### config.mk
export PLATFORM = sky130hd
export DESIGN_NAME = seg_scan4
export DESIGN_NICKNAME = d
export VERILOG_FILES = /design/src/rtl/seg_pkg.sv /design/src/rtl/seg_dec.sv /design/src/rtl/seg_scan4.sv
export SDC_FILE = /design/constraint.sdc
export NUM_CORES = 1
export LEC_CHECK = 0
export ABC_AREA = 1
export CORE_MARGIN = 5
export CORE_UTILIZATION = 35
export CTS_CLUSTER_DIAMETER = 50
export DETAILED_ROUTE_END_ITERATION = 8
export GPL_ROUTABILITY_DRIVEN = 0
export SYNTH_ARGS = -nofsm -noshare
export SYNTH_HDL_FRONTEND = slang
export SYNTH_SLANG_ARGS = --single-unit
### constraint.sdc
create_clock -name cck -period 4.12 [get_ports cck]
set_clock_uncertainty 0.1 [all_clocks]
set_input_delay 0.824 -clock cck [delete_from_list [all_inputs] [get_ports cck]]
set_output_delay 0.824 -clock cck [all_outputs]
set_load 0.1 [all_outputs]
### src/rtl/seg_pkg.sv
// Shared types and constants for the 4-digit multiplexed display: hex glyphs,
// the BCD digit type and the three-digit BCD up/down step helper.
package seg_pkg;

    typedef logic [3:0] bcd_t;

    typedef struct packed {
        bcd_t d3;
        bcd_t d2;
        bcd_t d1;
    } upper_t;

    typedef struct packed {
        upper_t val;
        logic   wrap;
    } bcd_step_t;

    // Active-low glyphs, bit order {g,f,e,d,c,b,a}
    localparam logic [6:0] SEG_BLANK = 7'h7F;
    localparam logic [6:0] GLYPH_0   = 7'h40;
    localparam logic [6:0] GLYPH_1   = 7'h79;
    localparam logic [6:0] GLYPH_2   = 7'h24;
    localparam logic [6:0] GLYPH_3   = 7'h30;
    localparam logic [6:0] GLYPH_4   = 7'h19;
    localparam logic [6:0] GLYPH_5   = 7'h12;
    localparam logic [6:0] GLYPH_6   = 7'h02;
    localparam logic [6:0] GLYPH_7   = 7'h78;
    localparam logic [6:0] GLYPH_8   = 7'h00;
    localparam logic [6:0] GLYPH_9   = 7'h10;
    localparam logic [6:0] GLYPH_A   = 7'h08;
    localparam logic [6:0] GLYPH_B   = 7'h03;
    localparam logic [6:0] GLYPH_C   = 7'h46;
    localparam logic [6:0] GLYPH_D   = 7'h21;
    localparam logic [6:0] GLYPH_E   = 7'h06;
    localparam logic [6:0] GLYPH_F   = 7'h0E;

    // Ripple a BCD +/-1 through d1..d3; wrap is the carry/borrow out of d3.
    function automatic bcd_step_t bcd_step(input upper_t u, input logic up);
        bcd_step_t   r;
        logic [11:0] v;
        bcd_t        nib;
        logic        carry;
        v     = u;
        carry = 1'b1;
        for (int unsigned i = 0; i < 3; i++) begin
            if (carry) begin
                nib = v[i*4 +: 4];
                if (up) begin
                    if (nib >= 4'd9) nib = 4'd0;
                    else begin
                        nib   = nib + 4'd1;
                        carry = 1'b0;
                    end
                end else begin
                    if (nib == 4'd0) nib = 4'd9;
                    else begin
                        nib   = nib - 4'd1;
                        carry = 1'b0;
                    end
                end
                v[i*4 +: 4] = nib;
            end
        end
        r.val  = v;
        r.wrap = carry;
        return r;
    endfunction

endpackage

### src/rtl/seg_dec.sv
// Combinational nibble to active-low 7-segment decoder, hex glyphs 0-F.
module seg_dec
    import seg_pkg::*;
(
    input  logic [3:0] nib,
    output logic [6:0] seg
);

    always_comb begin
        seg = SEG_BLANK;
        case (nib)
            4'h0: seg = GLYPH_0;
            4'h1: seg = GLYPH_1;
            4'h2: seg = GLYPH_2;
            4'h3: seg = GLYPH_3;
            4'h4: seg = GLYPH_4;
            4'h5: seg = GLYPH_5;
            4'h6: seg = GLYPH_6;
            4'h7: seg = GLYPH_7;
            4'h8: seg = GLYPH_8;
            4'h9: seg = GLYPH_9;
            4'hA: seg = GLYPH_A;
            4'hB: seg = GLYPH_B;
            4'hC: seg = GLYPH_C;
            4'hD: seg = GLYPH_D;
            4'hE: seg = GLYPH_E;
            4'hF: seg = GLYPH_F;
            default: seg = SEG_BLANK;
        endcase
    end

endmodule

### src/rtl/seg_scan4.sv
// Cascaded BCD extender (d3..d1) plus 4-digit multiplexed display driver.
// Optional leading-zero blanking: define SEG_SCAN4_BLANK_EN.
module seg_scan4
    import seg_pkg::*;
#(
    parameter int unsigned SCAN_DIV = 1000
) (
    input  logic       cck,
    input  logic       cclr,
    input  logic [3:0] datain,
    input  logic       rco,
    input  logic       updown,
    input  logic       rck,
    input  logic       ovfclr,
    input  logic       g,
    output logic [6:0] seg,
    output logic [3:0] an,
    output logic       dp,
    output logic       ovf
);

    localparam logic [15:0] PRESC_LAST = 16'(SCAN_DIV - 1);

    upper_t      upper;
    logic [15:0] disp;
    logic [15:0] presc;
    logic [1:0]  idx;
    logic        rco_q;
    logic        rck_q;

    logic        rco_edge;
    logic        rck_edge;
    bcd_step_t   step;
    logic [3:0]  nib;
    logic [6:0]  glyph;
    logic        blank;
    logic [3:0]  an_next;

    assign rco_edge = rco & ~rco_q;
    assign rck_edge = rck & ~rck_q;
    assign step     = bcd_step(upper, updown);
    assign nib      = disp[{idx, 2'b00} +: 4];
    assign an_next  = ~(4'b0001 << idx);

    seg_dec u_dec (
        .nib (nib),
        .seg (glyph)
    );

`ifdef SEG_SCAN4_BLANK_EN
    logic z3, z2, z1;
    // A digit is a leading zero only if every digit above it is also zero.
    assign z3 = (disp[15:12] == 4'd0);
    assign z2 = z3 && (disp[11:8] == 4'd0);
    assign z1 = z2 && (disp[7:4] == 4'd0);

    always_comb begin
        blank = 1'b0;
        case (idx)
            2'd3:    blank = z3;
            2'd2:    blank = z2;
            2'd1:    blank = z1;
            default: blank = 1'b0;
        endcase
    end
`else
    assign blank = 1'b0;
`endif

    // Cascade, capture and overflow; disp takes the pre-update upper digits.
    always_ff @(posedge cck or negedge cclr) begin
        if (!cclr) begin
            upper <= '0;
            disp  <= '0;
            ovf   <= 1'b0;
            rco_q <= 1'b0;
            rck_q <= 1'b0;
        end else begin
            rco_q <= rco;
            rck_q <= rck;
            if (rck_edge)
                disp <= {upper, datain};
            if (rco_edge)
                upper <= step.val;
            if (rco_edge && step.wrap)
                ovf <= 1'b1;
            else if (ovfclr)
                ovf <= 1'b0;
        end
    end

    always_ff @(posedge cck or negedge cclr) begin
        if (!cclr) begin
            presc <= '0;
            idx   <= '0;
        end else if (presc == PRESC_LAST) begin
            presc <= '0;
            idx   <= idx + 2'd1;
        end else begin
            presc <= presc + 16'd1;
        end
    end

    always_ff @(posedge cck or negedge cclr) begin
        if (!cclr) begin
            seg <= SEG_BLANK;
            an  <= '1;
            dp  <= 1'b1;
        end else if (g) begin
            seg <= SEG_BLANK;
            an  <= '1;
            dp  <= 1'b1;
        end else begin
            seg <= blank ? SEG_BLANK : glyph;
            an  <= an_next;
            dp  <= ~((idx == 2'd3) && ovf);
        end
    end

endmodule
Yosys cells after proc, flatten, opt, wreduce, memory -nomap -nowiden
Memory sizes are Yosys's and may differ from the RTL's.
Index checks and enable logic that the tools add are counted.
{"block": "op_classes", "shift": 2, "reduce_logical": 8, "n_eq_ne": 2, "n_lt_le_gt_ge": 3, "n_mux": 26, "n_bitwise": 6, "n_addsub": 8}
{"cell": "2-to-1 mux 4 bit", "count": 10}
{"cell": "adder 16 x 1 -> 16 bit, second input constant", "count": 1}
{"cell": "equality test 16 x 10 -> 1 bit, second input constant", "count": 1}
{"cell": "2-to-1 mux 16 bit", "count": 1}
{"cell": "variable part select 16 x 5 -> 4 bit", "count": 1}
{"cell": "2-to-1 mux 1 bit", "count": 14}
{"cell": "adder 4 x 1 -> 4 bit, second input constant", "count": 3}
{"cell": ">= comparator 4 bit, second input constant", "count": 3}
{"cell": "zero test 4 bit", "count": 3}
{"cell": "subtractor 4 x 1 -> 4 bit, second input constant", "count": 3}
{"cell": "2-to-1 mux 7 bit", "count": 1}
{"cell": "NOT 4 bit", "count": 1}
{"cell": "AND reduction 2 bit", "count": 2}
{"cell": "<< shifter 1 x 2 -> 4 bit, first input constant", "count": 1}
{"cell": "NOT 1 bit", "count": 3}
{"cell": "adder 2 x 1 -> 2 bit, second input constant", "count": 1}
{"cell": "AND 1 bit", "count": 2}
{"cell": "equality test 2 bit, second input constant", "count": 1}
{"cell": "logical AND 1 bit", "count": 2}
{"cell": "nonzero test 2 bit", "count": 1}
{"block": "totals", "output_inout_bits": 13, "memories": 1, "regBits": 61, "wordCells": 68, "mem_bits_ro": 112}
{"name": "(name not given)", "depth": 16, "width": 7, "read_ports": 1, "rd_ports_with_merged_regs": 0, "wr": 0, "line": "seg_dec.sv:11", "rtl": "case (nib)"}

Depth between registers and ports, before layout
Gate-level depths: netlist (run 1).
{"block": "depth", "depth_word": 7, "depth_mapped": 11, "mapped_depth_nobuf": 10}

Cells and area by module
Synthesis (run 1) repeated with hierarchy kept, for this count alone.
{"block": "hier_totals", "hier_cells": 430, "hier_area_um2": 3582.2}
{"module": "seg_scan4", "seq_area_each_um2": 1541.5, "cells_per_inst": 381, "area_each_um2": 3308.2, "instances": 1}
{"module": "seg_dec", "seq_area_each_um2": 0.0, "cells_per_inst": 49, "area_each_um2": 274.0, "instances": 1}

Worst setup path after synthesis (run 1)
No wires, ideal clock.
{"block": "synth_timing", "path_type": "reg-to-output", "from": "reg ovf", "to": "out ovf", "t_required_ns": 3.196, "path_slack_ns": 2.284, "stages_incl_launch_ff": 1, "arrival_ns": 0.912, "cell_sequence": "dfrtp_1"}
{"item": "from (decl)", "line": "seg_scan4.sv:19", "rtl": "output logic ovf"}
{"item": "from (signal assigned)", "line": "seg_scan4.sv:75", "rtl": "ovf <= 1'b0;"}
{"item": "from (signal assigned)", "line": "seg_scan4.sv:86", "rtl": "ovf <= 1'b1;"}
{"item": "from (signal assigned)", "line": "seg_scan4.sv:88", "rtl": "ovf <= 1'b0;"}
No word-level cell between the ends.

Worst setup path in the final report (run 1)
{"block": "layout_timing", "from": "reg an[1]", "to": "out an[1]"}
{"item": "from (decl)", "line": "seg_scan4.sv:17", "rtl": "output logic [3:0] an,"}
{"item": "from (signal assigned)", "line": "seg_scan4.sv:115", "rtl": "an <= an_next;"}
No word-level cell between the ends.

==> Implementation_results.wiki, run 1 <==
{| class="wikitable"
! Metric !! Value
|-
| Run status || finished clean
|-
| Clock transition at the registers of the reported paths || 70 ps
|-
| Worst Path Buf+Inv || 1
|-
| Mapped Nets || about 470
|-
| Ys async rst share || 100%
|-
| Category of the critical setup timing path || reg2out
|-
| Effective utilization at floorplan || between 30% and 40%
|-
| Hold/Removal Path Class || in2async
|-
| Yosys warning count || 0
|-
| Leakage || 2.07 nW
|-
| Overflow after GRT || 0
|-
| Dominant cell by count in the synthesized netlist || sky130_fd_sc_hd__nand2_1
|-
| Floorplan die height || around 110 µm
|-
| Total inserted antenna cells || 0
|-
| Number of distinct library cells after synthesis || 34
|-
| Share of synthesized area occupied by flip-flops and latches || 42.9%
|-
| Cell area after placement || 3940 µm²
|-
| Maximum buffer depth of the clock tree || 2
|-
| Global-route usage over all layers || about an eighth
|-
| Area of the die || 12,400 µm²
|-
| Syn-to-layout area delta || 16.4%
|-
| DRC viols || 0
|-
| Htree depth || 3
|-
| Cell chain of the critical path || clkdlybuf4s50_1
|-
| Final period util || around 70%
|-
| Count of TritonRoute iterations in the first routing pass || 4
|-
| Post-layout minimum cycle time || 2900 ps
|-
| CP top delay family || buffers and inverters
|-
| Wire per inst || 11.3 µm
|-
| Fraction of power spent switching nets || 37.7%
|-
| Worst relative slew slack || a little over a third
|-
| Count of routing violations after the opening detailed-route iteration || 130
|-
| Clk Latency, worst-skew pair || 340 ps
|-
| Internal power || 0.00140 W
|-
| Final-layout setup total negative slack || 0 ps
|-
| Cell type of the slowest stage on the worst timing path || sky130_fd_sc_hd__clkdlybuf4s50_1
|-
| Synthesized area divided by synthesized cell count || 8.27 µm²
|-
| Detailed-route vias per instance || 4.58
|-
| Setup slack after layout || around 1200 ps
|-
| Max Transition Viols Final || 0
|-
| Number of hold-repair buffers added at the cts stage || 0
|-
| HPWL Detailed || 5030 µm
|-
| Maximum number of pins on one net before global-route repair || 37
|-
| Flops & latches, synth || 61
|-
| Finished layout cell area || between 4000 and 5000 µm²
|-
| # port buffers || 23
|-
| Number of endpoints failing setup at the final stage || 0
|-
| Number of antenna-violating nets in the routed design || 0
|-
| Arrival time at the worst endpoint || 1970 ps
|-
| Row cnt || 37
|-
| Net Switching || roughly 0.00085 W
|-
| Chip width || 111 µm
|-
| Max cap viols || 0
|-
| Post-synth EDFFs || 0
|-
| Library cell occupying the most area in the post-synthesis netlist || sky130_fd_sc_hd__dfrtp_1
|-
| Post-synth top cells || sky130_fd_sc_hd__nand2_1 (126), sky130_fd_sc_hd__dfrtp_1 (49), sky130_fd_sc_hd__nand3_1 (43)
|-
| Total power divided by cell area || about 540 nW/µm²
|-
| Fraction of post-synthesis cell area in the top cell type by area || 34.1%
|-
| Global-route wire length before repair || 12,200 µm
|-
| Maximum fanout encountered on the critical timing path || 1
|-
| Layout cell share with drive strength beyond 1 || 14.6%
|-
| Setup repair after global routing missed its margin || false
|-
| Share of power burned in combinational logic || 33.5%
|-
| Terminus of the critical flop-to-flop path || seg[6]
|-
| Largest cells by area after synthesis || sky130_fd_sc_hd__dfrtp_1 (34%), sky130_fd_sc_hd__nand2_1 (13%), sky130_fd_sc_hd__dfstp_2 (8.8%)
|-
| FF-to-FF path depth || 10
|-
| Required time of the critical path || 3200 ps
|-
| Flop pwr share || 37.5%
|-
| Total length of routed wires || 6790 µm
|-
| Number of global-route vias before repair || roughly 2,600
|-
| Worst-case setup slack after placement || between 1500 and 2000 ps
|-
| Placeable core region || 10,200 µm²
|-
| Kind of end point of the critical path || output pin
|-
| Slowest cell delay on critical path || 1120 ps
|-
| Cts bufs inserted || 9
|-
| Clk sinks || 61
|-
| R2R Path Start || idx[0]
|-
| Peak ir drop on the vdd network || 0.199 mV
|-
| Vias after detailed routing || 2,763
|-
| Fmax || about 350 MHz
|-
| Slew at the pin with the worst max-slew slack || slightly below 1000 ps
|-
| Initial antenna violation count || 0
|-
| Final layout net count || around 500
|-
| Worst setup slack for register-to-register paths || 2200 ps
|-
| IO Pins || 24
|-
| Critical Path Start Type || register
|-
| Synthesized instance count || about 430
|-
| Total standard cell area after synthesis || approximately 3600 µm²
|-
| Post-CTS setup buffer count || 0
|-
| Root Buffer Master || sky130_fd_sc_hd__clkbuf_8
|-
| Endpoints failing hold || 0
|-
| Clock power share || 29.0%
|-
| Post-cts resize count || 0
|-
| Top_reg_cell synth || sky130_fd_sc_hd__dfrtp_1
|-
| TritonCTS clock tree || done
|}
==> placed cells by master (no fill, tap or decap) <==
cell / instances
sky130_fd_sc_hd__xnor2_1: 1
sky130_fd_sc_hd__nand3_2: 3
sky130_fd_sc_hd__o211ai_1: 2
sky130_fd_sc_hd__clkdlybuf4s50_1: 22
sky130_fd_sc_hd__nor2_4: 3
sky130_fd_sc_hd__a21oi_1: 8
sky130_fd_sc_hd__nor2_2: 2
sky130_fd_sc_hd__buf_4: 1
sky130_fd_sc_hd__bufinv_16: 3
sky130_fd_sc_hd__nor2_8: 2
sky130_fd_sc_hd__nor3_1: 3
sky130_fd_sc_hd__inv_1: 40
sky130_fd_sc_hd__nand3_1: 43
sky130_fd_sc_hd__xor2_1: 14
sky130_fd_sc_hd__nand3b_1: 1
sky130_fd_sc_hd__clkinv_1: 1
sky130_fd_sc_hd__a21boi_2: 1
sky130_fd_sc_hd__nand2_1: 126
sky130_fd_sc_hd__clkbuf_1: 2
sky130_fd_sc_hd__clkbuf_8: 10
sky130_fd_sc_hd__clkinv_2: 1
sky130_fd_sc_hd__o21ai_1: 3
sky130_fd_sc_hd__nand2_2: 6
sky130_fd_sc_hd__nand3_4: 1
sky130_fd_sc_hd__dfstp_2: 12
sky130_fd_sc_hd__o22ai_1: 1
sky130_fd_sc_hd__nand2_4: 5
sky130_fd_sc_hd__inv_2: 7
sky130_fd_sc_hd__dfrtp_1: 49
sky130_fd_sc_hd__o21ai_0: 19
sky130_fd_sc_hd__nor3_2: 2
sky130_fd_sc_hd__ha_1: 23
sky130_fd_sc_hd__nor2_1: 32
sky130_fd_sc_hd__a21oi_2: 3
sky130_fd_sc_hd__nand4_1: 9
sky130_fd_sc_hd__mux2_2: 4
sky130_fd_sc_hd__buf_2: 1
sky130_fd_sc_hd__inv_6: 1
==> power by group through the flow <==
stage / clock network, W / registers, W / logic [W]
final: 0.000650 / 0.000841 / 0.000753
after CTS: 0.000676 / 0.000840 / 0.000757
after floorplan: 0 / 0.000899 / 0.000542
after global routing: 0.000706 / 0.000861 / 0.000865
after global placement: 0 / 0.000848 / 0.000740
after detailed placement: 0 / 0.000851 / 0.000751
==> metrics by stage <==
step | utilization [%] | std cells | total power [W] | hold slack (ps)
6_report | 41.1 | 603 | 0.00224 | 369
5_1_grt | 41.1 | 603 | 0.00243 | 406
4_1_cts | 41.1 | 603 | 0.00227 | 374
3_5_place_dp | 38.7 | 587 | 0.00160 | 364
3_3_place_gp | 38.7 | 587 | 0.00159 | 350
2_1_floorplan | - | 434 | 0.00144 | 332
==> layer usage <==
metal,vias to the layer above,wire [µm],GRT usage [%]
met5,-,0,0
met4,0,181,5.84
met3,16,248,2.95
met2,44,3030,18.3
met1,1264,3330,15.6
li1,1439,-,-
==> state kept, by name, summed over array words and instances, names as in the netlist, 2 cells and up <==
register,count
seg,7
idx,2
presc,16
an,4
upper,12
disp,16
==> cell type report <==
cell class | count | area (µm²)
Inverter | 49 | 189
Timing Repair Buffer | 24 | 233
Multi-Input combinational cell | 317 | 1810
Clock buffer | 12 | 145
Fill cell | 1033 | 6000
Tap cell | 136 | 170
Sequential cell | 61 | 1540
Clock inverter | 4 | 95.1
==> kinds of logic after synthesis <==
family | synth area share (%)
buffers and inverters | 6.72
and+or+nand+nor | 31.6
xor gates and xnor gates | 3.66
DFF | 42.9
adders and majority gates | 8.01
AOI/OAI and AO/OA | 5.82
muxes | 1.25
==> how the worst max path moves through the flow <==
stage / slack [ps] / cells after the start / endpoint / start
3_5_place_dp: 1570 / 1 / seg[0] / seg[0]
6_report: 1220 / 1 / an[1] / an[1]
4_1_cts: 1200 / 1 / an[1] / an[1]
5_1_grt: 1160 / 1 / seg[6] / seg[6]
3_3_place_gp: 1580 / 1 / seg[1] / seg[1]
2_1_floorplan: 2280 / 0 / ovf / ovf
No activity file was read; power rests on OpenSTA's default activity.
==> run 2: changes to the inputs <==
==> constraint.sdc (replaced) <==
create_clock -name cck -period 2.84 [get_ports cck]
set_clock_uncertainty 0.1 [all_clocks]
set_input_delay 0.568 -clock cck [delete_from_list [all_inputs] [get_ports cck]]
set_output_delay 0.568 -clock cck [all_outputs]
set_load 0.1 [all_outputs]
==> run 2 against run 1 <==
Effect of this change: cell count grew 0.33%; global-route usage rose by 0.20 points; sequential cell count did not move; sequential share of layout area up 0.48 points; worst setup slack lost 260 ps; non-clock buffer count grew 2; power grew 37%.
==> Implementation_results.wiki, run 2 (synthesized netlist as in run 1, its figures left out) <==
{| class="wikitable"
! Metric !! Value
|-
| Final period util || 66.1%
|-
| Htree depth || 3 (unchanged)
|-
| Maximum buffer depth of the clock tree || 2 (unchanged)
|-
| Initial antenna violation count || 0 (unchanged)
|-
| Max Transition Viols Final || 0 (unchanged)
|-
| TritonCTS clock tree || done
|-
| Fraction of power spent switching nets || 40.8% (+3.1 points)
|-
| Clk Latency, worst-skew pair || 340 ps (about the same)
|-
| Number of antenna-violating nets in the routed design || 0 (unchanged)
|-
| Cell type of the slowest stage on the worst timing path || sky130_fd_sc_hd__dfrtp_1
|-
| Syn-to-layout area delta || 14.9%
|-
| Placeable core region || 10,200 µm² (unchanged)
|-
| Global-route usage over all layers || 12.1% (+0.20 points)
|-
| Total power divided by cell area || 747 nW/µm² (+39%)
|-
| Clock power share || 24.4% (-4.6 points)
|-
| Number of hold-repair buffers added at the cts stage || 0 (unchanged)
|-
| Post-cts resize count || 0 (unchanged)
|-
| Critical Path Start Type || register
|-
| HPWL Detailed || 5120 µm (+1.8%)
|-
| Chip width || 111 µm (unchanged)
|-
| Leakage || 2.07 nW (-0.44%)
|-
| Flop pwr share || 39.8% (+2.3 points)
|-
| Cts bufs inserted || 9 (unchanged)
|-
| Total length of routed wires || 6910 µm (+1.8%)
|-
| Leading cell types in the layout, fill and taps excluded || sky130_fd_sc_hd__nand2_1 (126), sky130_fd_sc_hd__dfrtp_1 (49), sky130_fd_sc_hd__nand3_1 (43), sky130_fd_sc_hd__inv_1 (40), sky130_fd_sc_hd__nor2_1 (32)
|-
| Internal power || 0.00183 W (+31%)
|-
| Net Switching || 0.00126 W (+49%)
|-
| FF-to-FF path depth || 10 (unchanged)
|-
| Layout cell share with drive strength beyond 1 || 17.9% (+3.3 points)
|-
| Category of the critical setup timing path || reg2reg
|-
| Final layout net count || 498 (+0.40%)
|-
| Floorplan die height || 111 µm (unchanged)
|-
| Number of endpoints failing setup at the final stage || 0 (unchanged)
|-
| Endpoints failing hold || 0 (unchanged)
|-
| Kind of end point of the critical path || register
|-
| Post-CTS setup buffer count || 0 (unchanged)
|-
| Vias after detailed routing || 2,823 (+2.2%)
|-
| Maximum number of pins on one net before global-route repair || 38 (+2.7%)
|-
| Fmax || around 530 MHz
|-
| Total inserted antenna cells || 0 (unchanged)
|-
| Max cap viols || 0 (unchanged)
|-
| Clk sinks || 61 (unchanged)
|-
| # port buffers || 23 (unchanged)
|-
| Commonest non-fill, non-tap cell in the layout || sky130_fd_sc_hd__nand2_1
|-
| Count of TritonRoute iterations in the first routing pass || 5 (+1)
|-
| Cell chain of the critical path || inv_6 -> nand2_1 -> nand3_1 -> nand2_1 -> inv_1 -> ha_1 -> inv_1 -> nor2_1 -> a21oi_2 -> nand2_1
|-
| Clock transition at the registers of the reported paths || 80 ps (about the same)
|-
| Effective utilization at floorplan || 35.3% (unchanged)
|-
| Row cnt || 37 (unchanged)
|-
| Overflow after GRT || 0 (unchanged)
|-
| Root Buffer Master || sky130_fd_sc_hd__clkbuf_8
|-
| Cell repeated most along the worst path || sky130_fd_sc_hd__nand2_1
|-
| Global-route wire length before repair || 12,500 µm (+2.7%)
|-
| Worst relative slew slack || 62.5% (+27 points)
|-
| Largest registers ranked by flip-flop count || disp x16, presc x16, upper x12
|-
| DRC viols || 0 (unchanged)
|-
| Share of power burned in combinational logic || 35.9% (+2.4 points)
|-
| Number of global-route vias before repair || 2,751 (+5.5%)
|-
| Slowest cell delay on critical path || 610 ps (-510 ps)
|-
| Wire per inst || 11.4 µm (+1.5%)
|-
| Setup repair after global routing missed its margin || false
|-
| Maximum fanout encountered on the critical timing path || 11 (+10)
|-
| Final-layout setup total negative slack || 0 ps (unchanged)
|-
| Peak ir drop on the vdd network || 0.426 mV (+110%)
|-
| Post-layout minimum cycle time || 1880 ps
|-
| Slew at the pin with the worst max-slew slack || 563 ps (-401 ps)
|-
| IO Pins || 24 (unchanged)
|-
| Area of the die || 12,400 µm² (unchanged)
|-
| Detailed-route vias per instance || 4.67 (+1.8%)
|-
| Required time of the critical path || 3020 ps (-180 ps)
|-
| Hold/Removal Path Class || in2async
|-
| Count of routing violations after the opening detailed-route iteration || 167 (+28%)
|-
| Core utilization of the finished layout || 40.5% (-0.53 points)
|-
| Run status || finished clean
|-
| Worst setup slack for register-to-register paths || 960 ps (-1240 ps)
|-
| Arrival time at the worst endpoint || 2050 ps (+80 ps)
|}
[run 2: changes by cell type in the layout (fill, tap and decap cells not counted)]
cell and change:
sky130_fd_sc_hd__bufinv_16 -2, sky130_fd_sc_hd__clkinvlp_4 +2, sky130_fd_sc_hd__clkbuf_8 -1, sky130_fd_sc_hd__buf_12 +1, sky130_fd_sc_hd__clkinv_4 +1, sky130_fd_sc_hd__clkinv_2 +1
sky130_fd_sc_hd__buf_4 +14, sky130_fd_sc_hd__clkbuf_1 -1, sky130_fd_sc_hd__clkdlybuf4s50_1 -13
[run 2: power by group through the flow]
stage          Sequential (W)  Combinational (W)  Clock (W)
3_3_place_gp          0.00124            0.00108          0
5_1_grt               0.00126            0.00126   0.000832
6_report              0.00123            0.00111   0.000751
2_1_floorplan         0.00130           0.000786          0
3_5_place_dp          0.00124            0.00110          0
4_1_cts               0.00122            0.00111   0.000778
[run 2: layout make-up]
| type | instances | area (µm²) |
|---|---|---|
| fillers | 1058 | 6060 |
| multi-input cells | 317 | 1810 |
| flip-flops and latches | 61 | 1540 |
| repair buffers | 26 | 228 |
| inverters | 49 | 189 |
| well taps | 136 | 170 |
| clock buffers | 10 | 128 |
| clock inverters | 6 | 63.8 |
[run 2: path summary, 6_finish.rpt]
kind / startpoint / end
setup / recovery: idx[0] / seg[5]
hold reg to reg: presc[0] / presc[0]
max in group asynchronous: cclr / disp[12]
setup reg to reg: idx[0] / seg[5]
hold / removal: cclr / presc[15]
min in group cck: presc[0] / presc[0]
[run 2: worst max-delay path: cells and delay by family (launching register included)]
kind                     cells  cell delay, ps
AND/OR/NAND/NOR              5             440
adder cells (fa/ha/maj)      1             220
flip-flops                   1             610
AO/OA/AOI/OAI                1             130
buffers and inverters        3             310
[run 2: through the flow]
stage / instances / hold WS, ps / total power [W] / area (µm²) / worst slack, ps
floorplan: 434 / 172 / 0.00209 / 3590 / 1260
global placement: 589 / 352 / 0.00232 / 3940 / 852
detailed placement: 589 / 353 / 0.00234 / 3940 / 816
CTS: 605 / 121 / 0.00312 / 4130 / 938
global route: 605 / 132 / 0.00335 / 4130 / 728
finish: 605 / 110 / 0.00308 / 4130 / 964
[run 2: layer usage]
| metal | vias up | track usage (%) | part of all wire (%) |
|---|---|---|---|
| met5 | - | 0 | 0 |
| met4 | 0 | 3.57 | 1.2 |
| met3 | 8 | 3.93 | 4.9 |
| met2 | 56 | 19.0 | 45 |
| met1 | 1311 | 15.9 | 49 |
| li1 | 1448 | - | - |
==> run 3: changes to the inputs <==
==> constraint.sdc (replaced) <==
create_clock -name cck -period 1.9 [get_ports cck]
set_clock_uncertainty 0.1 [all_clocks]
set_input_delay 0.38 -clock cck [delete_from_list [all_inputs] [get_ports cck]]
set_output_delay 0.38 -clock cck [all_outputs]
set_load 0.1 [all_outputs]
==> run 3 against run 2 <==
Effect of this change: cell count rose by 0.99%; global-route usage shrank 0.22 points; non-clock buffer count increased by 6; largest power group unchanged; worst hold slack gained 250 ps; sequential share of layout area decreased by 2.1 points; final area is 6.1% higher; clock power increased by 72%; largest cell class unchanged; maximum frequency increased by 6.6%; critical path depth stayed put; power increased by 57%.
==> Implementation_results.wiki, run 3 (synthesized netlist as in run 1, its figures left out) <==
{| class="wikitable"
! Metric !! Value
|-
| Final instance count without filler cells || 611 (+0.99%)
|-
| Flop pwr share || 38.0% (-1.8 points)
|-
| Cell area after placement || 4110 µm² (+4.5%)
|-
| Overflow after GRT || 0 (unchanged)
|-
| Total inserted antenna cells || 0 (unchanged)
|-
| Area of the die || 12,400 µm² (unchanged)
|-
| Met2 capacity usage during global routing || 18.5% (-0.48 points)
|-
| Number of global-route vias before repair || 2,691 (-2.2%)
|-
| Root Buffer Master || sky130_fd_sc_hd__clkbuf_8
|-
| Hold/Removal Path Class || reg2reg
|-
| Cts bufs inserted || 9 (unchanged)
|-
| Kind of end point of the critical path || register
|-
| Largest registers ranked by flip-flop count || disp x16, presc x16, upper x12
|-
| Detailed-route vias per instance || 4.60 (-1.4%)
|-
| Chip width || 111 µm (unchanged)
|-
| Maximum number of pins on one net before global-route repair || 62 (+63%)
|-
| Share of power burned in combinational logic || 35.3% (-0.6 points)
|-
| Cell chain of the critical path || buf_4 -> nand2_1 -> nand3_1 -> nand2_2 -> inv_1 -> ha_1 -> inv_1 -> nor2_1 -> a21oi_2 -> nand2_1
|-
| Total length of routed wires || 6760 µm (-2.2%)
|-
| Net Switching || 0.00185 W (+47%)
|-
| Fraction of power spent switching nets || 38.1% (-2.7 points)
|-
| WHS || 361 ps (+251 ps)
|-
| Final period util || 92.6% (+27 points)
|-
| Peak ir drop on the vdd network || 0.410 mV (-3.6%)
|-
| Worst relative slew slack || 78.8% (+16 points)
|-
| Floorplan die height || 111 µm (unchanged)
|-
| Cell type of the slowest stage on the worst timing path || sky130_fd_sc_hd__dfrtp_2
|-
| Arrival time at the worst endpoint || 1930 ps (-120 ps)
|-
| Maximum buffer depth of the clock tree || 2 (unchanged)
|-
| Initial antenna violation count || 0 (unchanged)
|-
| Run status || finished clean
|-
| Critical Path Start Type || register
|-
| CP top delay family || flip-flops
|-
| HPWL Detailed || 5010 µm (-2.1%)
|-
| Final layout net count || 504 (+1.2%)
|-
| Max Transition Viols Final || 0 (unchanged)
|-
| Count of routing violations after the opening detailed-route iteration || 137 (-18%)
|-
| GR met1 Demand/Resource || 15.5% (-0.40 points)
|-
| Endpoints failing hold || 0 (unchanged)
|-
| Worst Path Buf+Inv || 3 (unchanged)
|-
| Row cnt || 37 (unchanged)
|-
| IO Pins || 24 (unchanged)
|-
| Effective utilization at floorplan || 35.3% (unchanged)
|-
| Number of placed cells counting well taps || 591 (+0.34%)
|-
| M3 GR Usage || 4.91% (+0.98 points)
|-
| Clock transition at the registers of the reported paths || 70 ps (about the same)
|-
| DRC viols || 0 (unchanged)
|-
| Vias after detailed routing || 2,812 (-0.39%)
|-
| Layout cell share with drive strength beyond 1 || 19.4% (+1.5 points)
|-
| Total power divided by cell area || 1110 nW/µm² (+48%)
|-
| Placeable core region || 10,200 µm² (unchanged)
|-
| Clk Latency, worst-skew pair || 340 ps (about the same)
|-
| Slew at the pin with the worst max-slew slack || 318 ps (-245 ps)
|-
| Post-layout minimum cycle time || 1760 ps (-117 ps)
|-
| TritonCTS clock tree || done
|-
| Clock power share || 26.7% (+2.3 points)
|-
| Global-route wire length before repair || 12,300 µm (-2.0%)
|-
| Syn-to-layout area delta || 21.9%
|-
| Maximum fanout encountered on the critical timing path || 8 (-3)
|-
| Area of the multi-input gates || 1810 µm² (+0.28%)
|-
| Global routing's busiest layer || met2
|-
| Global-route usage over all layers || 11.9% (-0.22 points)
|-
| Leading cell types in the layout, fill and taps excluded || sky130_fd_sc_hd__nand2_1 (124), sky130_fd_sc_hd__dfrtp_1 (48), sky130_fd_sc_hd__nand3_1 (43), sky130_fd_sc_hd__inv_1 (40), sky130_fd_sc_hd__nor2_1 (32)
|-
| Count of TritonRoute iterations in the first routing pass || 4 (-1)
|-
| Leakage || 2.19 nW (+6.0%)
|-
| Overall Power || 0.00485 W (+57%)
|-
| Commonest non-fill, non-tap cell in the layout || sky130_fd_sc_hd__nand2_1
|-
| Finished layout cell area || 4380 µm² (+6.1%)
|-
| Htree depth || 3 (unchanged)
|-
| Internal power || 0.00300 W (+65%)
|-
| Category of the critical setup timing path || reg2reg
|-
| Setup repair after global routing missed its margin || true
|-
| Number of fill cells in the layout || 1,007 (-4.8%)
|-
| Required time of the critical path || 2080 ps (-940 ps)
|-
| Wire per inst || 11.1 µm (-3.1%)
|-
| Clk sinks || 61 (unchanged)
|-
| Slowest cell delay on critical path || 480 ps (-130 ps)
|-
| Number of antenna-violating nets in the routed design || 0 (unchanged)
|-
| Number of endpoints failing setup at the final stage || 0 (unchanged)
|-
| Max cap viols || 0 (unchanged)
|-
| Fmax || 568 MHz (+6.6%)
|-
| Area of all sequential standard cells || 1540 µm² (about the same)
|-
| # port buffers || 23 (unchanged)
|}
==> run 3: per-layer routing <==
layer,wire length (µm),vias to the layer above
met3,300,6
met5,0,-
met2,3130,41
met4,46,0
met1,3280,1305
li1,-,1460
==> run 3: path summary, 6_finish.rpt <==
kind / start / endpoint / slack (ps) / depth (start not counted)
max in group asynchronous: cclr / an[3] / 910 / 3
hold / removal: presc[0] / presc[0] / 360 / 1
hold reg to reg: presc[0] / presc[0] / 360 / 1
min in group asynchronous: cclr / presc[12] / 460 / 3
setup / recovery: idx[0] / seg[0] / 140 / 10
setup reg to reg: idx[0] / seg[0] / 140 / 10
==> run 3: stage by stage <==
step                TNS (ps)  setup WS, ps  util [%]
finish                     0           140      43.0
CTS                        0          98.2      42.7
global route           -9.71         -8.64      43.0
detailed placement         0          7.06      40.4
global placement           0          82.2      40.4
floorplan                  0           325         -
==> run 3: final cells by class <==
| type | instances | area share, % |
|---|---|---|
| Multi-Input combinational cell | 317 | 41.4 |
| Sequential cell | 61 | 35.2 |
| Timing Repair Buffer | 32 | 10.0 |
| Inverter | 49 | 4.32 |
| Tap cell | 136 | 3.89 |
| Clock buffer | 12 | 3.54 |
| Clock inverter | 4 | 1.60 |
==> run 3: worst register-to-register path, delay by kind of cell (launching register included) <==
kind                       cells  cell delay [ps]
and+or+nand+nor                5              400
adders and majority gates      1              220
DFF                            1              480
buffers and inverters          3              350
AOI/OAI and AO/OA              1              130
==> run 3: power by group through the flow <==
stage	Clock [W]	Combinational [W]	Sequential (W)
5_1_grt	0.00140	0.00194	0.00188
3_5_place_dp	0	0.00170	0.00186
6_report	0.00129	0.00171	0.00184
2_1_floorplan	0	0.00118	0.00195
3_3_place_gp	0	0.00168	0.00186
4_1_cts	0.00133	0.00172	0.00184
==> run 3: what timing repair did <==
action	4_1_cts	5_1_grt
resized for setup	1	2
hold buffers	1	0
hold endpoints to repair	49	0
endpoints found under the setup margin	1	5
setup buffers	0	3
